==> src/rtl/pipelined_cla_adder.sv <==
// pipelined_cla_adder
//   Pipelined carry-lookahead adder/subtractor. WIDTH bits are split into
//   NSTG = WIDTH/(BLK*BPS) slices; each pipeline stage adds one slice using BPS
//   lookahead blocks of BLK bits. The carry between slices is registered, and the
//   operands and partial sums move forward through the stage registers with the
//   slices skewed. Valid/ready handshake on both sides, full backpressure.
//
//   Ports
//     clk, rst_n            clock (rising edge), async active-low reset
//     in_valid / in_ready   operand handshake (a, b, c0, sub)
//     a, b                  WIDTH-bit operands
//     c0                    carry-in, ignored when sub=1
//     sub                   0: a+b+c0   1: a-b (a + ~b + 1)
//     out_valid / out_ready result handshake
//     sum                   WIDTH-bit result
//     cout                  carry out of the MSB (sub=1: 1 means no borrow)
//     ovf                   signed overflow
//
//   Register 0 captures the operands. Register k+1 holds the result after slice k
//   has been added. Register NSTG drives the outputs, so a transfer accepted at
//   edge N is presented after edge N+NSTG.
module pipelined_cla_adder #(
  parameter int WIDTH = 16,
  parameter int BLK   = 4,
  parameter int BPS   = 1
) (
  input  logic             clk,
  input  logic             rst_n,
  input  logic             in_valid,
  output logic             in_ready,
  input  logic [WIDTH-1:0] a,
  input  logic [WIDTH-1:0] b,
  input  logic             c0,
  input  logic             sub,
  output logic             out_valid,
  input  logic             out_ready,
  output logic [WIDTH-1:0] sum,
  output logic             cout,
  output logic             ovf
);

  localparam int SW   = BLK * BPS;
  localparam int NSTG = WIDTH / SW;

  logic [NSTG:0]    v;
  logic [NSTG:0]    ld;
  logic [WIDTH-1:0] ar [NSTG];
  logic [WIDTH-1:0] br [NSTG];
  logic [WIDTH-1:0] sr [NSTG+1];
  logic [NSTG:0]    cr;
  logic             cmo;

  logic [WIDTH-1:0] ns [NSTG];
  logic [NSTG-1:0]  nc;
  logic             last_cm;

  // Flattened lookahead over BLK bits. c[i+1] is the OR of every generate
  // term g[j] that propagates through p[j+1..i], plus ci when p[0..i] all propagate.
  function automatic logic [BLK:0] blk_carry(input logic [BLK-1:0] g,
                                              input logic [BLK-1:0] p,
                                              input logic           ci);
    logic [BLK:0] c;
    logic         allp;
    logic         res;
    c[0] = ci;
    for (int unsigned i = 0; i < BLK; i++) begin
      allp = 1'b1;
      res  = 1'b0;
      for (int unsigned jj = 0; jj <= i; jj++) begin
        res  = res | (g[i-jj] & allp);
        allp = allp & p[i-jj];
      end
      c[i+1] = res | (ci & allp);
    end
    return c;
  endfunction

  // The same lookahead applied one level up, over the block generate/propagate terms.
  function automatic logic [BPS:0] grp_carry(input logic [BPS-1:0] g,
                                              input logic [BPS-1:0] p,
                                              input logic           ci);
    logic [BPS:0] c;
    logic         allp;
    logic         res;
    c[0] = ci;
    for (int unsigned i = 0; i < BPS; i++) begin
      allp = 1'b1;
      res  = 1'b0;
      for (int unsigned jj = 0; jj <= i; jj++) begin
        res  = res | (g[i-jj] & allp);
        allp = allp & p[i-jj];
      end
      c[i+1] = res | (ci & allp);
    end
    return c;
  endfunction

  // Adds one SW-bit slice. The return value is packed as
  // {carry into the slice MSB, carry out, sum}.
  function automatic logic [SW+1:0] slice_add(input logic [SW-1:0] x,
                                               input logic [SW-1:0] y,
                                               input logic          ci);
    logic [SW-1:0]  g;
    logic [SW-1:0]  p;
    logic [SW-1:0]  s;
    logic [BPS-1:0] bg;
    logic [BPS-1:0] bp;
    logic [BPS:0]   bc;
    logic [BLK:0]   c;
    logic           cmsb;
    g    = x & y;
    p    = x ^ y;
    s    = '0;
    cmsb = 1'b0;
    for (int unsigned j = 0; j < BPS; j++) begin
      c     = blk_carry(g[j*BLK +: BLK], p[j*BLK +: BLK], 1'b0);
      bg[j] = c[BLK];
      bp[j] = &p[j*BLK +: BLK];
    end
    bc = grp_carry(bg, bp, ci);
    for (int unsigned j = 0; j < BPS; j++) begin
      c               = blk_carry(g[j*BLK +: BLK], p[j*BLK +: BLK], bc[j]);
      s[j*BLK +: BLK] = p[j*BLK +: BLK] ^ c[BLK-1:0];
      cmsb            = c[BLK-1];
    end
    return {cmsb, bc[BPS], s};
  endfunction

  // Slice k is added from register k into the next value of register k+1.
  always_comb begin
    logic [SW+1:0] r;
    int unsigned   lo;
    last_cm = 1'b0;
    for (int unsigned k = 0; k < NSTG; k++) begin
      lo               = k * SW;
      r                = slice_add(ar[k][lo +: SW], br[k][lo +: SW], cr[k]);
      ns[k]            = sr[k];
      ns[k][lo +: SW]  = r[SW-1:0];
      nc[k]            = r[SW];
      if (k == NSTG - 1) last_cm = r[SW+1];
    end
  end

  // Register k may load when it or any register downstream of it is empty, or
  // when the output is being taken. This is the unrolled form of
  // "empty || next register loads", so bubbles collapse.
  always_comb begin
    logic allfull;
    allfull = 1'b1;
    ld      = '0;
    for (int unsigned i = 0; i <= NSTG; i++) begin
      allfull        = allfull & v[NSTG-i];
      ld[NSTG-i]     = !allfull || out_ready;
    end
  end

  assign in_ready = ld[0];

  always_ff @(posedge clk or negedge rst_n) begin
    if (!rst_n) begin
      v   <= '0;
      cr  <= '0;
      cmo <= 1'b0;
      for (int unsigned k = 0; k < NSTG; k++) begin
        ar[k] <= '0;
        br[k] <= '0;
      end
      for (int unsigned k = 0; k <= NSTG; k++) begin
        sr[k] <= '0;
      end
    end else begin
      if (ld[0]) begin
        v[0] <= in_valid;
        if (in_valid) begin
          ar[0] <= a;
          br[0] <= sub ? ~b : b;
          sr[0] <= '0;
          cr[0] <= sub | c0;
        end
      end
      for (int unsigned k = 0; k < NSTG; k++) begin
        if (ld[k+1]) begin
          v[k+1] <= v[k];
          if (v[k]) begin
            if (k + 1 < NSTG) begin
              ar[k+1] <= ar[k];
              br[k+1] <= br[k];
            end
            sr[k+1] <= ns[k];
            cr[k+1] <= nc[k];
            if (k == NSTG - 1) cmo <= last_cm;
          end
        end
      end
    end
  end

  assign out_valid = v[NSTG];
  assign sum       = sr[NSTG];
  assign cout      = cr[NSTG];
  assign ovf       = cr[NSTG] ^ cmo;

endmodule

==> config.mk <==
export PLATFORM = sky130hd
export DESIGN_NAME = pipelined_cla_adder
export DESIGN_NICKNAME = d
export VERILOG_FILES = /design/src/rtl/pipelined_cla_adder.sv
export SDC_FILE = /design/constraint.sdc
export NUM_CORES = 1
export LEC_CHECK = 0
export CORE_ASPECT_RATIO = 1.1
export CORE_MARGIN = 2
export CORE_UTILIZATION = 30
export CTS_CLUSTER_SIZE = 28
export DETAILED_ROUTE_END_ITERATION = 6
export PLACE_DENSITY_LB_ADDON = 0.1
export SYNTH_ARGS = -nofsm -noshare
export SYNTH_HDL_FRONTEND = slang
export SYNTH_SLANG_ARGS = --single-unit
==> constraint.sdc <==
create_clock -name clk -period 2.6 [get_ports clk]
set_input_delay 0.52 -clock clk [delete_from_list [all_inputs] [get_ports clk]]
set_output_delay 0.52 -clock clk [all_outputs]
set_load 0.02 [all_outputs]
# == After elaboration in Yosys (flattened, before gate mapping) ==
# Cells that the tools add are included.
# word_totals
regBits,179
inputBits,38
# op_classes
muxes,1
bitwise,119
reduce_logical,19
# ops
op,count
$and 1x1->1,64
$or 1x1->1,41
$xor 4x4->4,8
$and 4x4->4,4
$mux 16,1
$not 16->16,1
$reduce_and 4->1,4
$reduce_and 2->1,5
$logic_not 1->1,5
$logic_or 1x1->1,5
$xor 1x1->1,1

# == Longest topological paths before layout ==
# depth
depth_word,7
mapped_depth,6

# == Least setup slack after synthesis ==
# No wires, ideal clock.
# synth_path
path_type,input-to-reg
start,input port out_ready
end,register ar[36] (netlist name)
setup_time_ns,0.128
arrival_ns,1.513
required_time_ns,2.472
path_slack_ns,0.960
path_stages,4
path_buffers,1
cell_sequence,nand4b_2 > o21ai_2 > buf_4 > mux2_1
# synth_via
elab_chain_cells,2
# synth_lines
item,line_no,text
"start, declared",36,"input logic out_ready,"
$logic_or 1x1->1,153,ld[NSTG-i] = !allfull || out_ready;
$reduce_and 2->1 (no source line),n/a,
"end signal, assigned by index",186,ar[k+1] <= ar[k];
"end, declared",47,logic [WIDTH-1:0] ar [NSTG];
# No other way between the ends.
# A chain may end at the register's enable or synchronous reset.

# == Worst setup path after layout ==
# layout_path
start,input port out_ready
end,output port in_ready
# layout_via
elab_chain_cells,1
# layout_lines
item,line_no,text
$logic_or 1x1->1,153,
"end, declared",30,"output logic in_ready,"
# No other way between the ends.

==> flow_summary.json <==
{
  "synth_async_sr_flop_share_pct": 100.0,
  "synthMuxAreaShare_pct": 19.47,
  "headroom_to_the_max_slew_limit_pct": 51.74,
  "vdd.ir_drop.worst_v": 0.0004238,
  "status": "completed",
  "synth_fp_nets": 459,
  "fin_hold_ws_ns": 0.1561,
  "timing.critical_path.from_type": "input pin",
  "grt_usage_pct": 11.15,
  "synth_top_family_by_area": "multiplexers",
  "grt_max_degree": 54,
  "synth-main-ff-cell": "sky130_fd_sc_hd__dfrtp_1",
  "place_area_um2": 6497,
  "effective_utilization_at_floorplan_pct": 30.57,
  "ant_nets": 0,
  "count_of_flip_flops_with_a_built_in_enable_after_synthesis": 0,
  "design.die.area_um2": 19810,
  "setup.reg_to_reg.worst_slack_ns": 0.84,
  "wl_mm": 9.938,
  "routed-via-count": 3167,
  "netlist_top_cells_area": "sky130_fd_sc_hd__dfrtp_1 58%, sky130_fd_sc_hd__mux2_2 11%, sky130_fd_sc_hd__mux2_1 4.6%",
  "clkLatencyLatePin_ns": 0.41,
  "clk_path_buf_depth": 2,
  "detailedPlacementHpwl_mm": 6.872,
  "synth-compound-area-share_pct": 6.335,
  "die_span_y_um": 147.4,
  "synth_most_common_cell": "sky130_fd_sc_hd__dfrtp_1",
  "worst_clock_skew_ns": 0.004157,
  "power.net_switching_mw": 2.349,
  "detail_route.wl_per_cell_um": 13.67,
  "setup_repair_after_global_routing_missed_its_margin": "false",
  "syn_avg_cell_area_um2": 13.99,
  "worst-endpoint-required_ns": 2.08,
  "netSwitchingFraction_pct": 28.92,
  "postCtsResizedCells": 0,
  "synthTopCellsByCount": "131 x sky130_fd_sc_hd__dfrtp_1, 54 x sky130_fd_sc_hd__mux2_2, 24 x sky130_fd_sc_hd__a21oi_1, 24 x sky130_fd_sc_hd__xnor2_1, 23 x sky130_fd_sc_hd__mux2_1",
  "timing_max_transition_violations_final": 0,
  "synth_cells": 401,
  "post-route-min-period_ns": 2.502,
  "cts.root.buffer_cell": "sky130_fd_sc_hd__clkbuf_16",
  "clk_pin_slew_worst_paths_ns": 0.05,
  "max_freq_mhz": 399.6,
  "placement.setup.worst_slack_ns": 0.09057,
  "synth_simple_gate_area_share_pct": 3.747,
  "fp-row-count": 52,
  "clock_power_share_pct": 31.4,
  "finalHoldViolations": 0,
  "area.growth.synth_to_final_pct": 27.24,
  "layout-drive-gt1-share_pct": 24.17,
  "crit_path_end_kind": "output pin",
  "postCtsSetupRepairBufs": 0,
  "tightest_slew_ns": 0.7239,
  "synth_area_um2": 5609,
  "critical_path_class": "in2out",
  "post_synth_xor_area_fraction_pct": 4.528,
  "ioPinCount": 58,
  "max-cap-violations": 0,
  "cellInternalPower_mw": 5.775,
  "crit_path_max_incr_delay_ns": 0.57,
  "drt-vias-per-instance": 4.356,
  "worst_slack_ns": 0.09758,
  "worst_r2r_endpoint": "ar[58]",
  "kind_of_path_behind_the_tightest_hold_check": "in2async",
  "grt_pass1_wl_mm": 16.94,
  "power.share.sequential_pct": 39.5,
  "detail_route.drc_violations": 0,
  "critPathArrivalTime_ns": 1.98,
  "diodes": 0,
  "report.final.setup_viol": 0,
  "post_cts_hold_fix_bufs": 0,
  "sinks_on_clock_net": 131,
  "worstPathCellList": "clkdlybuf4s50_1, and4b_4, nand3_1, clkdlybuf4s50_1",
  "crit_path_max_fanout": 4,
  "die_w_um": 134.4,
  "yosys_reg_bits": 131,
  "tritoncts.num_buffers": 17,
  "antenna_found_initial": 0,
  "fin_crit_sh_pct": 96.25,
  "netlist.area_leader.share_pct": 58.44,
  "grt_pass1_vias": 3239,
  "critPathMostFrequentCell": "sky130_fd_sc_hd__clkdlybuf4s50_1",
  "drt_pre_antenna_iters": 4,
  "power.static_leakage_nw": 3.002,
  "combinational_power_share_pct": 29.1,
  "reg2regPathDepth": 5,
  "finalWeightedCongestion": 0.6861,
  "htree_num_levels": 4,
  "design.core.area_um2": 18350,
  "fin_setup_tns_ns": 0,
  "power-per-cell-area_nw_per_um2": 1138,
  "synthesis.yosys.warnings": 0,
  "fin_nets": 529,
  "synth_largest_area_cell": "sky130_fd_sc_hd__dfrtp_1",
  "layout.cell_area.non_filler_um2": 7137,
  "yosys.cell_types.count": 26,
  "critPathSlowestCell": "sky130_fd_sc_hd__clkdlybuf4s50_1",
  "globalRoute.totalOverflow": 0,
  "reg2reg_launch_point": "v[4]",
  "initialDrtViolationCount": 99,
  "ys_seq_area_share_pct": 58.44,
  "yosys.area_share.adder_pct": 4.997,
  "port_buffers": 57,
  "tritoncts_clock_tree": "built"
}
==> state kept, by name, summed over array words and instances, names as in the netlist <==
register	count
cmo	1
ns	24
ar	40
br	40
v	5
cr	5
sum	16
==> metal layers <==
metal	track usage (%)	wire length [um]
met1	15.63	5060
met2	15.66	4299
met3	3.738	390
met4	4.895	188
met5	0	0
==> worst max path at each step <==
stage / startpoint / endpoint / slack [ns] / depth (start not counted)
floorplan: out_ready / ar[36] / 0.96 / 4
global placement: out_ready / in_ready / 0.13 / 4
detailed placement: out_ready / in_ready / 0.09 / 4
CTS: out_ready / in_ready / 0.08 / 4
global route: out_ready / in_ready / 0.04 / 4
finish: out_ready / in_ready / 0.1 / 4
==> worst max-delay path, delay by kind of cell <==
| kind | cells | cell delay (ns) |
|---|---|---|
| buffers and inverters | 2 | 1.01 |
| and+or+nand+nor | 2 | 0.44 |
==> per-stage QoR <==
step                utilization, %  instances  total power [mW]
finish                       38.90        727             8.124
global route                 38.90        727             8.700
CTS                          38.90        727             8.286
detailed placement           35.41        695             5.671
global placement             35.41        695             5.609
floorplan                        -        401             4.805
==> cell families (layout without fill, tap and decap cells) <==
| family | count (synthesis) | in the layout |
|---|---|---|
| fa+ha+maj | 20 | 20 |
| simple gates | 47 | 47 |
| buf+inv | 23 | 106 |
| flops | 131 | 131 |
| mux | 92 | 92 |
| compound gates | 59 | 59 |
| xor+xnor | 29 | 29 |
==> area by class of cell <==
class	instances	area (um^2)
fill	1778	11210
multi-input combinational	247	2192
inverter	6	22.52
sequential	131	3278
clock inverter	15	214.0
timing repair buffer	68	700.7
clock buffer	17	425.4
tap	243	304.0
==> power groups by stage <==
stage | Clock (mW) | Sequential [mW] | Combinational [mW]
2_1_floorplan | 0 | 3.26 | 1.54
3_3_place_gp | 0 | 3.25 | 2.36
3_5_place_dp | 0 | 3.27 | 2.40
4_1_cts | 2.63 | 3.23 | 2.43
5_1_grt | 2.73 | 3.33 | 2.64
6_report | 2.55 | 3.21 | 2.37
==> cell usage in the layout, fill, tap and decap left out, types with 17 or more instances in the layout <==
master / synthesis / final
sky130_fd_sc_hd__clkbuf_16: 0 / 17
sky130_fd_sc_hd__o21ai_0: 17 / 17
sky130_fd_sc_hd__dfrtp_1: 131 / 131
sky130_fd_sc_hd__nor2_1: 22 / 22
sky130_fd_sc_hd__nand2_1: 18 / 18
sky130_fd_sc_hd__a21oi_1: 24 / 24
sky130_fd_sc_hd__xnor2_1: 24 / 24
sky130_fd_sc_hd__clkdlybuf4s50_1: 0 / 56
sky130_fd_sc_hd__mux2_1: 23 / 23
sky130_fd_sc_hd__mux2_2: 54 / 54
No activity file was read; power rests on OpenSTA's default activity.
